### src/rtl/chart_playback_sequencer_if.sv
// Chart storage read bus shared by the playback sequencer (master) and chart storage (slave).
interface chart_playback_sequencer_if #(
  parameter int NOTE_WIDTH = 9
);
  logic [7:0]            read_chart_id;
  logic [15:0]           chart_note_cnt;
  logic [7:0]            note_rd_idx;
  logic [NOTE_WIDTH-1:0] note_rd_data;

  modport master (
    output read_chart_id,
    output note_rd_idx,
    input  chart_note_cnt,
    input  note_rd_data
  );

  modport slave (
    input  read_chart_id,
    input  note_rd_idx,
    output chart_note_cnt,
    output note_rd_data
  );
endinterface

### src/rtl/chart_playback_sequencer.sv
// Chart playback sequencer: loads a chart header, prefetches notes and steps one slot per period.
// Optional macro PLAYBACK_LOOP_EN: wrap to slot 0 at chart end instead of finishing.
module chart_playback_sequencer #(
  parameter int NOTE_WIDTH  = 9,
  parameter int CHART_LEN   = 200,
  parameter int STEP_CYCLES = 12500000,
  parameter int READ_LAT    = 3
) (
  input  logic                      clk,
  input  logic                      sys_rst,
  input  logic                      start,
  input  logic [7:0]                chart_id,
  input  logic                      stop,
  input  logic                      pause,
  chart_playback_sequencer_if.master store,
  output logic [NOTE_WIDTH-1:0]     cur_note,
  output logic [NOTE_WIDTH-1:0]     next_note,
  output logic [7:0]                note_idx,
  output logic                      step,
  output logic                      playing,
  output logic                      done
);

  localparam int DIV_W = (STEP_CYCLES > 1) ? $clog2(STEP_CYCLES) : 1;
  localparam int LD_W  = (READ_LAT > 1) ? $clog2(READ_LAT) : 1;
  localparam logic [DIV_W-1:0] DIV_LAST  = DIV_W'(STEP_CYCLES - 1);
  localparam logic [LD_W-1:0]  LD_LAST   = LD_W'(READ_LAT - 1);
  localparam logic [7:0]       CHART_MAX = 8'(CHART_LEN);

  typedef enum logic [2:0] {
    S_IDLE   = 3'd0,
    S_LOAD   = 3'd1,
    S_FETCH0 = 3'd2,
    S_FETCH1 = 3'd3,
    S_PLAY   = 3'd4,
    S_PAUSE  = 3'd5
  } state_t;

  state_t                state_r, state_s;
  logic [7:0]            rd_id_r, rd_id_s;
  logic [LD_W-1:0]       ld_cnt_r, ld_cnt_s;
  logic [7:0]            cnt_r, cnt_s;
  logic [7:0]            rd_idx_r, rd_idx_s;
  logic [NOTE_WIDTH-1:0] cur_r, cur_s;
  logic [NOTE_WIDTH-1:0] nxt_r, nxt_s;
  logic [7:0]            idx_r, idx_s;
  logic [DIV_W-1:0]      div_r, div_s;
  logic                  refill_r, refill_s;
  logic                  refill_ok_r, refill_ok_s;
  logic                  step_r, step_s;
  logic                  playing_r, playing_s;
  logic                  done_r, done_s;
  logic [7:0]            clamp_s;
  logic [7:0]            idx_inc_s;
  logic [7:0]            idx_nn_s;
`ifdef PLAYBACK_LOOP_EN
  logic [7:0]            nn_once_s;
  logic [7:0]            nn_wrap_s;
`endif

  // Next-state and next-output logic for the playback FSM.
  always_comb begin
    state_s     = state_r;
    rd_id_s     = rd_id_r;
    ld_cnt_s    = ld_cnt_r;
    cnt_s       = cnt_r;
    rd_idx_s    = rd_idx_r;
    cur_s       = cur_r;
    nxt_s       = nxt_r;
    idx_s       = idx_r;
    div_s       = div_r;
    refill_s    = 1'b0;
    refill_ok_s = refill_ok_r;
    step_s      = 1'b0;
    playing_s   = playing_r;
    done_s      = 1'b0;
    clamp_s     = (store.chart_note_cnt > 16'(CHART_LEN)) ? CHART_MAX : store.chart_note_cnt[7:0];
    idx_inc_s   = idx_r + 8'd1;
    idx_nn_s    = idx_r + 8'd2;
`ifdef PLAYBACK_LOOP_EN
    // Slot index two ahead, modulo the chart length (two folds cover cnt==1).
    nn_once_s   = (idx_nn_s >= cnt_r) ? (idx_nn_s - cnt_r) : idx_nn_s;
    nn_wrap_s   = (nn_once_s >= cnt_r) ? (nn_once_s - cnt_r) : nn_once_s;
`endif

    if (stop && (state_r != S_IDLE)) begin
      state_s     = S_IDLE;
      rd_id_s     = 8'd0;
      ld_cnt_s    = '0;
      cnt_s       = 8'd0;
      rd_idx_s    = 8'd0;
      cur_s       = '0;
      nxt_s       = '0;
      idx_s       = 8'd0;
      div_s       = '0;
      refill_ok_s = 1'b0;
      playing_s   = 1'b0;
    end else begin
      case (state_r)
        S_IDLE: begin
          if (start && (chart_id != 8'd0)) begin
            rd_id_s  = chart_id;
            ld_cnt_s = '0;
            state_s  = S_LOAD;
          end else begin
            state_s  = S_IDLE;
          end
        end
        S_LOAD: begin
          if (ld_cnt_r == LD_LAST) begin
            cnt_s   = clamp_s;
            rd_id_s = 8'd0;
            if (clamp_s == 8'd0) begin
              done_s  = 1'b1;
              state_s = S_IDLE;
            end else begin
              rd_idx_s = 8'd0;
              state_s  = S_FETCH0;
            end
          end else begin
            ld_cnt_s = ld_cnt_r + LD_W'(1);
          end
        end
        S_FETCH0: begin
          cur_s    = store.note_rd_data;
          rd_idx_s = 8'd1;
          state_s  = S_FETCH1;
        end
        S_FETCH1: begin
          if (cnt_r == 8'd1) begin
`ifdef PLAYBACK_LOOP_EN
            nxt_s = cur_r;
`else
            nxt_s = '0;
`endif
          end else begin
            nxt_s = store.note_rd_data;
          end
          state_s   = S_PLAY;
          step_s    = 1'b1;
          idx_s     = 8'd0;
          div_s     = '0;
          playing_s = 1'b1;
        end
        S_PLAY, S_PAUSE: begin
          // The prefetch issued on the last step completes even if pause just rose.
          if (refill_r) begin
            nxt_s = refill_ok_r ? store.note_rd_data : '0;
          end else begin
            nxt_s = nxt_r;
          end
          if (pause) begin
            state_s = S_PAUSE;
          end else begin
            state_s = S_PLAY;
            if (div_r == DIV_LAST) begin
              div_s = '0;
              if (idx_inc_s < cnt_r) begin
                idx_s    = idx_inc_s;
                cur_s    = nxt_r;
                step_s   = 1'b1;
                refill_s = 1'b1;
`ifdef PLAYBACK_LOOP_EN
                rd_idx_s    = nn_wrap_s;
                refill_ok_s = 1'b1;
`else
                rd_idx_s    = idx_nn_s;
                refill_ok_s = (idx_nn_s < cnt_r);
`endif
              end else begin
`ifdef PLAYBACK_LOOP_EN
                idx_s       = 8'd0;
                cur_s       = nxt_r;
                step_s      = 1'b1;
                refill_s    = 1'b1;
                rd_idx_s    = nn_wrap_s;
                refill_ok_s = 1'b1;
`else
                cur_s     = '0;
                done_s    = 1'b1;
                playing_s = 1'b0;
                state_s   = S_IDLE;
`endif
              end
            end else begin
              div_s = div_r + DIV_W'(1);
            end
          end
        end
        default: begin
          state_s = S_IDLE;
        end
      endcase
    end
  end

  // State and output registers, cleared by the synchronous reset.
  always_ff @(posedge clk) begin
    if (sys_rst) begin
      state_r     <= S_IDLE;
      rd_id_r     <= 8'd0;
      ld_cnt_r    <= '0;
      cnt_r       <= 8'd0;
      rd_idx_r    <= 8'd0;
      cur_r       <= '0;
      nxt_r       <= '0;
      idx_r       <= 8'd0;
      div_r       <= '0;
      refill_r    <= 1'b0;
      refill_ok_r <= 1'b0;
      step_r      <= 1'b0;
      playing_r   <= 1'b0;
      done_r      <= 1'b0;
    end else begin
      state_r     <= state_s;
      rd_id_r     <= rd_id_s;
      ld_cnt_r    <= ld_cnt_s;
      cnt_r       <= cnt_s;
      rd_idx_r    <= rd_idx_s;
      cur_r       <= cur_s;
      nxt_r       <= nxt_s;
      idx_r       <= idx_s;
      div_r       <= div_s;
      refill_r    <= refill_s;
      refill_ok_r <= refill_ok_s;
      step_r      <= step_s;
      playing_r   <= playing_s;
      done_r      <= done_s;
    end
  end

  assign store.read_chart_id = rd_id_r;
  assign store.note_rd_idx   = rd_idx_r;
  assign cur_note            = cur_r;
  assign next_note           = nxt_r;
  assign note_idx            = idx_r;
  assign step                = step_r;
  assign playing             = playing_r;
  assign done                = done_r;

endmodule

### src/flat_wrapper.sv
// flat-port wrapper written by rule: the top's interface ports become plain ports
module chart_playback_sequencer_flat 
#(
  parameter int NOTE_WIDTH  = 9,
  parameter int CHART_LEN   = 200,
  parameter int STEP_CYCLES = 12500000,
  parameter int READ_LAT    = 3
)
  (clk, sys_rst, start, chart_id, stop, pause, cur_note, next_note, note_idx, step, playing, done, store_read_chart_id, store_note_rd_idx, store_chart_note_cnt, store_note_rd_data);
  chart_playback_sequencer_if #(.NOTE_WIDTH(NOTE_WIDTH)) store_i ();
  input  logic clk;
  input  logic sys_rst;
  input  logic start;
  input  logic [7:0] chart_id;
  input  logic stop;
  input  logic pause;
  output logic [NOTE_WIDTH-1:0] cur_note;
  output logic [NOTE_WIDTH-1:0] next_note;
  output logic [7:0] note_idx;
  output logic step;
  output logic playing;
  output logic done;
  output wire logic [$bits(store_i.read_chart_id)-1:0] store_read_chart_id;
  output wire logic [$bits(store_i.note_rd_idx)-1:0] store_note_rd_idx;
  input wire logic [$bits(store_i.chart_note_cnt)-1:0] store_chart_note_cnt;
  input wire logic [$bits(store_i.note_rd_data)-1:0] store_note_rd_data;
  assign store_read_chart_id = store_i.read_chart_id;
  assign store_note_rd_idx = store_i.note_rd_idx;
  assign store_i.chart_note_cnt = store_chart_note_cnt;
  assign store_i.note_rd_data = store_note_rd_data;
  chart_playback_sequencer #(.NOTE_WIDTH(NOTE_WIDTH), .CHART_LEN(CHART_LEN), .STEP_CYCLES(STEP_CYCLES), .READ_LAT(READ_LAT)) u_core (.clk(clk), .sys_rst(sys_rst), .start(start), .chart_id(chart_id), .stop(stop), .pause(pause), .store(store_i), .cur_note(cur_note), .next_note(next_note), .note_idx(note_idx), .step(step), .playing(playing), .done(done));
endmodule
### config.mk
export PLATFORM = sky130hd
export DESIGN_NAME = chart_playback_sequencer_flat
export DESIGN_NICKNAME = d
export VERILOG_FILES = /design/src/rtl/chart_playback_sequencer_if.sv /design/src/rtl/chart_playback_sequencer.sv /design/src/flat_wrapper.sv
export SDC_FILE = /design/constraint.sdc
export NUM_CORES = 1
export LEC_CHECK = 0
export CORE_MARGIN = 10
export CORE_UTILIZATION = 45
export CTS_BUF_LIST = sky130_fd_sc_hd__clkbuf_16
export DETAILED_ROUTE_END_ITERATION = 8
export GPL_TIMING_DRIVEN = 0
export HOLD_SLACK_MARGIN = 0.1
export PLACE_DENSITY = 0.72
export SYNTH_ARGS = -nofsm -noshare
export SYNTH_HDL_FRONTEND = slang
export SYNTH_SLANG_ARGS = --single-unit
### constraint.sdc
create_clock -name clk -period 6.4 [get_ports clk]
set_input_delay 0.96 -clock clk [delete_from_list [all_inputs] [get_ports clk]]
set_output_delay 0.96 -clock clk [all_outputs]
set_load 0.005 [all_outputs]
# After elaboration in Yosys (flattened, before gate mapping)
# Cells that the tools add are included.
dict set report op_classes {
  add_sub_neg 4
  n_lt_le_gt_ge 3
  eq_ne 17
  mux 49
  n_bitwise 2
  n_reduce_logical 23
}
# operator n
set ops {}
lappend ops {{2-to-1 mux 8 bit} 11}
lappend ops {{2-to-1 mux 9 bit} 6}
lappend ops {{2-to-1 mux 24 bit} 2}
lappend ops {{case mux 24 bit (2 select lines)} 1}
lappend ops {{case mux 9 bit (2 select lines)} 2}
lappend ops {{case mux 8 bit (2 select lines)} 2}
lappend ops {{adder 24 x 1 -> 24 bit (second input constant)} 1}
lappend ops {{equality test 24 bit (second input constant)} 1}
lappend ops {{case mux 8 bit (3 select lines)} 1}
lappend ops {{greater-than comparator 16 x 8 -> 1 bit (second input constant)} 1}
lappend ops {{less-than comparator 8 bit} 2}
lappend ops {{case mux 3 bit (5 select lines)} 1}
lappend ops {{2-to-1 mux 1 bit} 12}
lappend ops {{2-to-1 mux 3 bit} 4}
lappend ops {{AND reduction 4 bit} 3}
lappend ops {{inequality test 2 x 1 -> 1 bit (second input constant)} 5}
lappend ops {{AND reduction 3 bit} 3}
lappend ops {{adder 8 x 1 -> 8 bit (second input constant)} 1}
lappend ops {{adder 8 x 2 -> 8 bit (second input constant)} 1}
lappend ops {{equality test 8 x 1 -> 1 bit (second input constant)} 1}
lappend ops {{logical NOT 8 bit} 1}
lappend ops {{inequality test 2 bit (second input constant)} 4}
lappend ops {{nonzero test 8 bit} 1}
lappend ops {{equality test 3 x 2 -> 1 bit (second input constant)} 2}
lappend ops {{other kinds (16)} 29}
dict set report word_totals {
  register_bits 84
  output_inout_bits 45
  word_cells 112
}

# Depth between registers and ports, before layout
dict set report depth {
  word_depth 6
  mapped_depth 13
}

# Least setup slack after synthesis
# OpenSTA, ideal clock, no wires.
dict set report synth_path {
  kind {register to register}
  from {register u_core.idx_r[2], in the netlist u_core.note_idx[2]}
  to {register u_core.idx_r[2], in the netlist u_core.note_idx[2]}
  setup_time_ns 0.059
  arrival_ns 2.758
  required_time_ns 6.341
  setup_slack_ns 3.584
  stages_incl_launch_ff 14
  n_path_buf 1
  path_cell_list {dfxtp_1 > ha_1 > nand3_1 > nor2_1 > nand2_1 > xnor2_1 > ha_1 > a21oi_1 > o21ai_0 > a211oi_2 > buf_2 > nand4_1 > nor3b_1 > a211o_1}
}
dict set report synth_via {
  elab_chain_len 5
  word_cells_on_any_way 8
}
# element line
set synth_lines {}
lappend synth_lines {{start: declaration} chart_playback_sequencer.sv:46} ;# logic [7:0] idx_r, idx_s;
lappend synth_lines {{start signal: assignment} chart_playback_sequencer.sv:222} ;# idx_r <= idx_s;
lappend synth_lines {{adder 8 x 1 -> 8 bit (*)} chart_playback_sequencer.sv:78} ;# idx_inc_s = idx_r + 8'd1;
lappend synth_lines {{branches (longest 4 deep; another with less-than comparator 8 bit)} n/a}
# Every way passes the cells marked *. The select of a mux whose other input is x is not followed.
# A chain may end at the register's enable or synchronous reset.

# Worst setup path in the final report
# Same ends and word-level chain as after synthesis.

==> flow_summary.rst <==
.. list-table::
   :header-rows: 1

   * - Metric
     - Value
   * - Global Route met1 Usage
     - 20.3%
   * - Part of the cycle the worst path needs
     - 54.9%
   * - Worst setup path start
     - u_core.note_idx[2]
   * - End of the worst register-to-register path
     - u_core.note_idx[2]
   * - Hold Path Sink
     - u_core.refill_ok_r
   * - Startpoint type of the worst setup path
     - flip-flop
   * - RSZ-0062 raised after global routing
     - false
   * - Hold_sp
     - u_core.refill_ok_r
   * - Routed wire length
     - 10,900 µm
   * - Power density over the cells
     - 207 nW/µm²
   * - Count of pins on the block boundary
     - 83
   * - Layout Nets
     - 619
   * - Kind of end point of the critical path
     - flip-flop
   * - Gate Count Post-Synth
     - 470
   * - Proportion of synthesized chip area in sequential cells
     - 41.9%
   * - Ys async rst share
     - 0%
   * - Share of final-layout standard cells stronger than drive strength 1
     - 4.58%
   * - Most frequent cells in the layout
     - dfxtp_1 (84), clkdlybuf4s50_1 (82), nor2_1 (60)
   * - Hold-critical path depth
     - 2
   * - Area taken by flip-flops and latches
     - 1680 µm²
   * - Critical-path maximum fanout
     - 10
   * - Number of warnings issued by yosys
     - 0
   * - Detail Placement HPWL
     - 8120 µm
   * - H-tree depth
     - 3
   * - Shortest period the worst path allows
     - 3.51 ns
   * - Via count of the first global-routing pass
     - 3,822
   * - Worst Tran Pin Value
     - 1.05 ns
   * - Number of detailed-route iterations in the first pass
     - 4
   * - Run status
     - finished, final reports clean
   * - Fraction of synthesized cell area taken by the top area cell type
     - 41.9%
   * - Register clock-pin slew on the reported worst setup and hold paths
     - 0.06 ns
   * - Total overflow reported by the global router
     - 0
   * - All-Layer GR Usage
     - 16.8%
   * - Number of cells upsized or downsized after cts
     - 0
   * - Final estimated routing congestion in global placement
     - 0.829
   * - Library cell used as clock root buffer
     - clkbuf_16
   * - Maximum capacitance violations
     - 0
   * - Post-synth top area cell
     - dfxtp_1
   * - Busiest layer in global routing
     - met2
   * - Worst reg2reg startpoint
     - u_core.note_idx[2]
   * - Number of antenna violations at the first check in global routing
     - 0
   * - Core region area
     - 8720 µm²
   * - # DRC
     - 0
   * - Iter 0 DRT Violations
     - 162
   * - Pins Over Slew Limit
     - 0
   * - Ratio of routed vias to standard cells
     - 5.51
   * - Pleak
     - 1.91 nW
   * - Worst Reg2Reg Path Length in Cells
     - 13
   * - Die width
     - 114 µm
   * - Hold Buf Count CTS
     - 0
   * - Fin worst setup slack
     - 2.89 ns
   * - Worst-case clock buffer depth
     - 2
   * - Synthesized area
     - 4020 µm²
   * - Remaining antenna violation count after routing
     - 0
   * - Most common cell after layout, fill and taps aside
     - dfxtp_1
   * - Total CTS buffers
     - 9
   * - Max-slew headroom
     - 29.9%
   * - Area growth from synthesis to layout
     - 30.5%
   * - Wire length of the first global-routing pass
     - 18,300 µm
   * - Die Footprint
     - 13,100 µm²
   * - Final hold violation count
     - 0
   * - Average cell area after synthesis
     - 8.54 µm²
   * - Final routed wire length divided by cell count
     - 16.2 µm
   * - Hold Crit Class
     - flip-flop to flip-flop
   * - Sum of negative setup slack
     - 0 ns
   * - Maximum vdd drop
     - 0.139 mV
   * - Layout fillers
     - 768
   * - Sink count of the clock tree
     - 84
   * - Maximum number of pins on one net before global-route repair
     - 15
   * - Overall via count from detail_route
     - 3,724
   * - Unique cell type count in the Yosys netlist
     - 48
   * - # diodes
     - 0
   * - Port Buffer Count
     - 82
   * - Met3 Usage GRT
     - 5.92%
   * - Area of combinational cells with multiple inputs
     - 2200 µm²
   * - Primary flip-flop cell chosen by synthesis mapping
     - dfxtp_1
   * - Die Span Y
     - 114 µm
   * - Leading cell types by total area after synthesis
     - dfxtp_1 (42%), ha_1 (5.6%), nor2_1 (5.6%), a22oi_1 (4.3%), nand2_1 (4.2%)
   * - Number of buffers inserted to repair setup after CTS
     - 0
   * - Synthesis-stage register bit count
     - 84
   * - Net count of the mapped netlist
     - 526
   * - Number of enable-type register cells in the synthesized netlist
     - 0
   * - Max Clock Skew
     - 0.00551 ns
   * - TritonCTS clock tree
     - yes
   * - Fmax achieved
     - 0.285 GHz
   * - Critical Path RT
     - 6.68 ns
   * - Number of placement rows
     - 34
   * - Insertion delay to the later sink of the worst-skew pair
     - 0.33 ns
   * - Filler-free cell count of the finished design
     - 676
   * - Final setup violating endpoints
     - 0
   * - Met2 routing resource usage after global routing
     - 26.5%
   * - Category of the most critical setup path
     - flip-flop to flip-flop
   * - Arrival time reported for the critical path endpoint
     - 3.79 ns
   * - Reg-to-reg setup timing slack
     - 2.89 ns
   * - Initial core utilization
     - 46.0%
   * - DP Cell Count
     - 660
   * - Worst slack at placement
     - 3.02 ns
layout make-up:
class,instances,area share [%]
buffer,18,1.38
clock buffer,9,4.30
multi-input combinational,352,42.0
clock inverter,7,0.836
timing repair buffer,82,15.7
sequential,84,32.1
inverter,16,1.15
tap,108,2.58
logic make-up (layout without fill, tap and decap cells):
family / after synthesis / after routing / share of synthesized area (%)
AOI/OAI and AO/OA: 110 / 110 / 18.8
xor gates and xnor gates: 32 / 32 / 6.98
adders and majority gates: 18 / 18 / 5.61
buffers and inverters: 34 / 132 / 3.30
DFF: 84 / 84 / 41.9
and+or+nand+nor: 192 / 192 / 23.5
Yosys cell counts (2+ instances only):
library cell,instances
a21o_1,4
a21oi_1,33
clkbuf_1,14
dfxtp_1,84
a211o_1,2
buf_2,4
or4b_1,2
nand2b_1,10
and4_1,2
xnor2_1,15
nor4bb_1,2
and3_1,3
nand3_1,22
a22o_1,7
a22oi_1,23
nand2_1,45
inv_1,16
o22ai_1,2
a211oi_1,3
nand3b_1,2
nor2_1,60
o221a_2,2
nor4b_1,2
nor3_1,4
nor2b_1,3
nor3b_1,5
nor4_1,8
a311oi_2,2
nand4_1,13
or3_1,5
a31oi_1,3
xor2_1,17
ha_1,18
o21ai_0,19
worst max-delay path by stage:
stage                                    end  slack, ns
after CTS                 u_core.note_idx[2]       2.90
after detailed placement  u_core.note_idx[2]       3.02
after floorplan           u_core.note_idx[2]       3.58
after global routing      u_core.note_idx[2]       2.54
after global placement    u_core.note_idx[2]       3.05
final                     u_core.note_idx[2]       2.89
flip-flops by register name, summed over array words and instances, names as in the netlist:
signal and flops:
u_core.cnt_r 8, u_core.cur_note 9, u_core.div_r 24, u_core.done 1
u_core.ld_cnt_r 2, u_core.next_note 9, u_core.note_idx 8, u_core.playing 1
u_core.refill_ok_r 1, u_core.refill_r 1, u_core.state_r 3, u_core.step 1
u_core.store.note_rd_idx 8, u_core.store.read_chart_id 8
metal layers:
| layer | vias to the layer above | wire length (µm) |
|---|---|---|
| li1 | 1871 | - |
| met1 | 1731 | 4830 |
| met2 | 106 | 5040 |
| met3 | 16 | 885 |
| met4 | 0 | 199 |
| met5 | - | 0 |
worst max-delay path, stage by stage (launching register included):
cell	delay, ns
dfxtp_1	0.45
ha_1	0.28
nand3_1	0.16
nor2_1	0.25
nand2_1	0.11
xnor2_1	0.23
ha_1	0.29
a21oi_1	0.13
o21ai_0	0.19
a211oi_2	0.28
buf_2	0.28
nand4_1	0.38
nor3b_1	0.31
a211o_1	0.12
power breakdown:
group          internal [mW]  switching, mW  leakage, nW
registers              0.529        0.00323        0.678
clock network          0.260          0.210        0.123
logic                 0.0420         0.0428         1.11
total                  0.831          0.256         1.91
stage by stage:
stage               area (µm²)  utilization [%]  hold slack [ns]  power, mW
finish                    5240             60.1            0.458       1.09
global route              5240             60.1            0.492       1.12
CTS                       5240             60.1            0.463       1.09
detailed placement        4970             57.0            0.455      0.628
global placement          4970             57.0            0.445      0.627
floorplan                 4020                -            0.432      0.580
(Power assumes the default switching activity.)
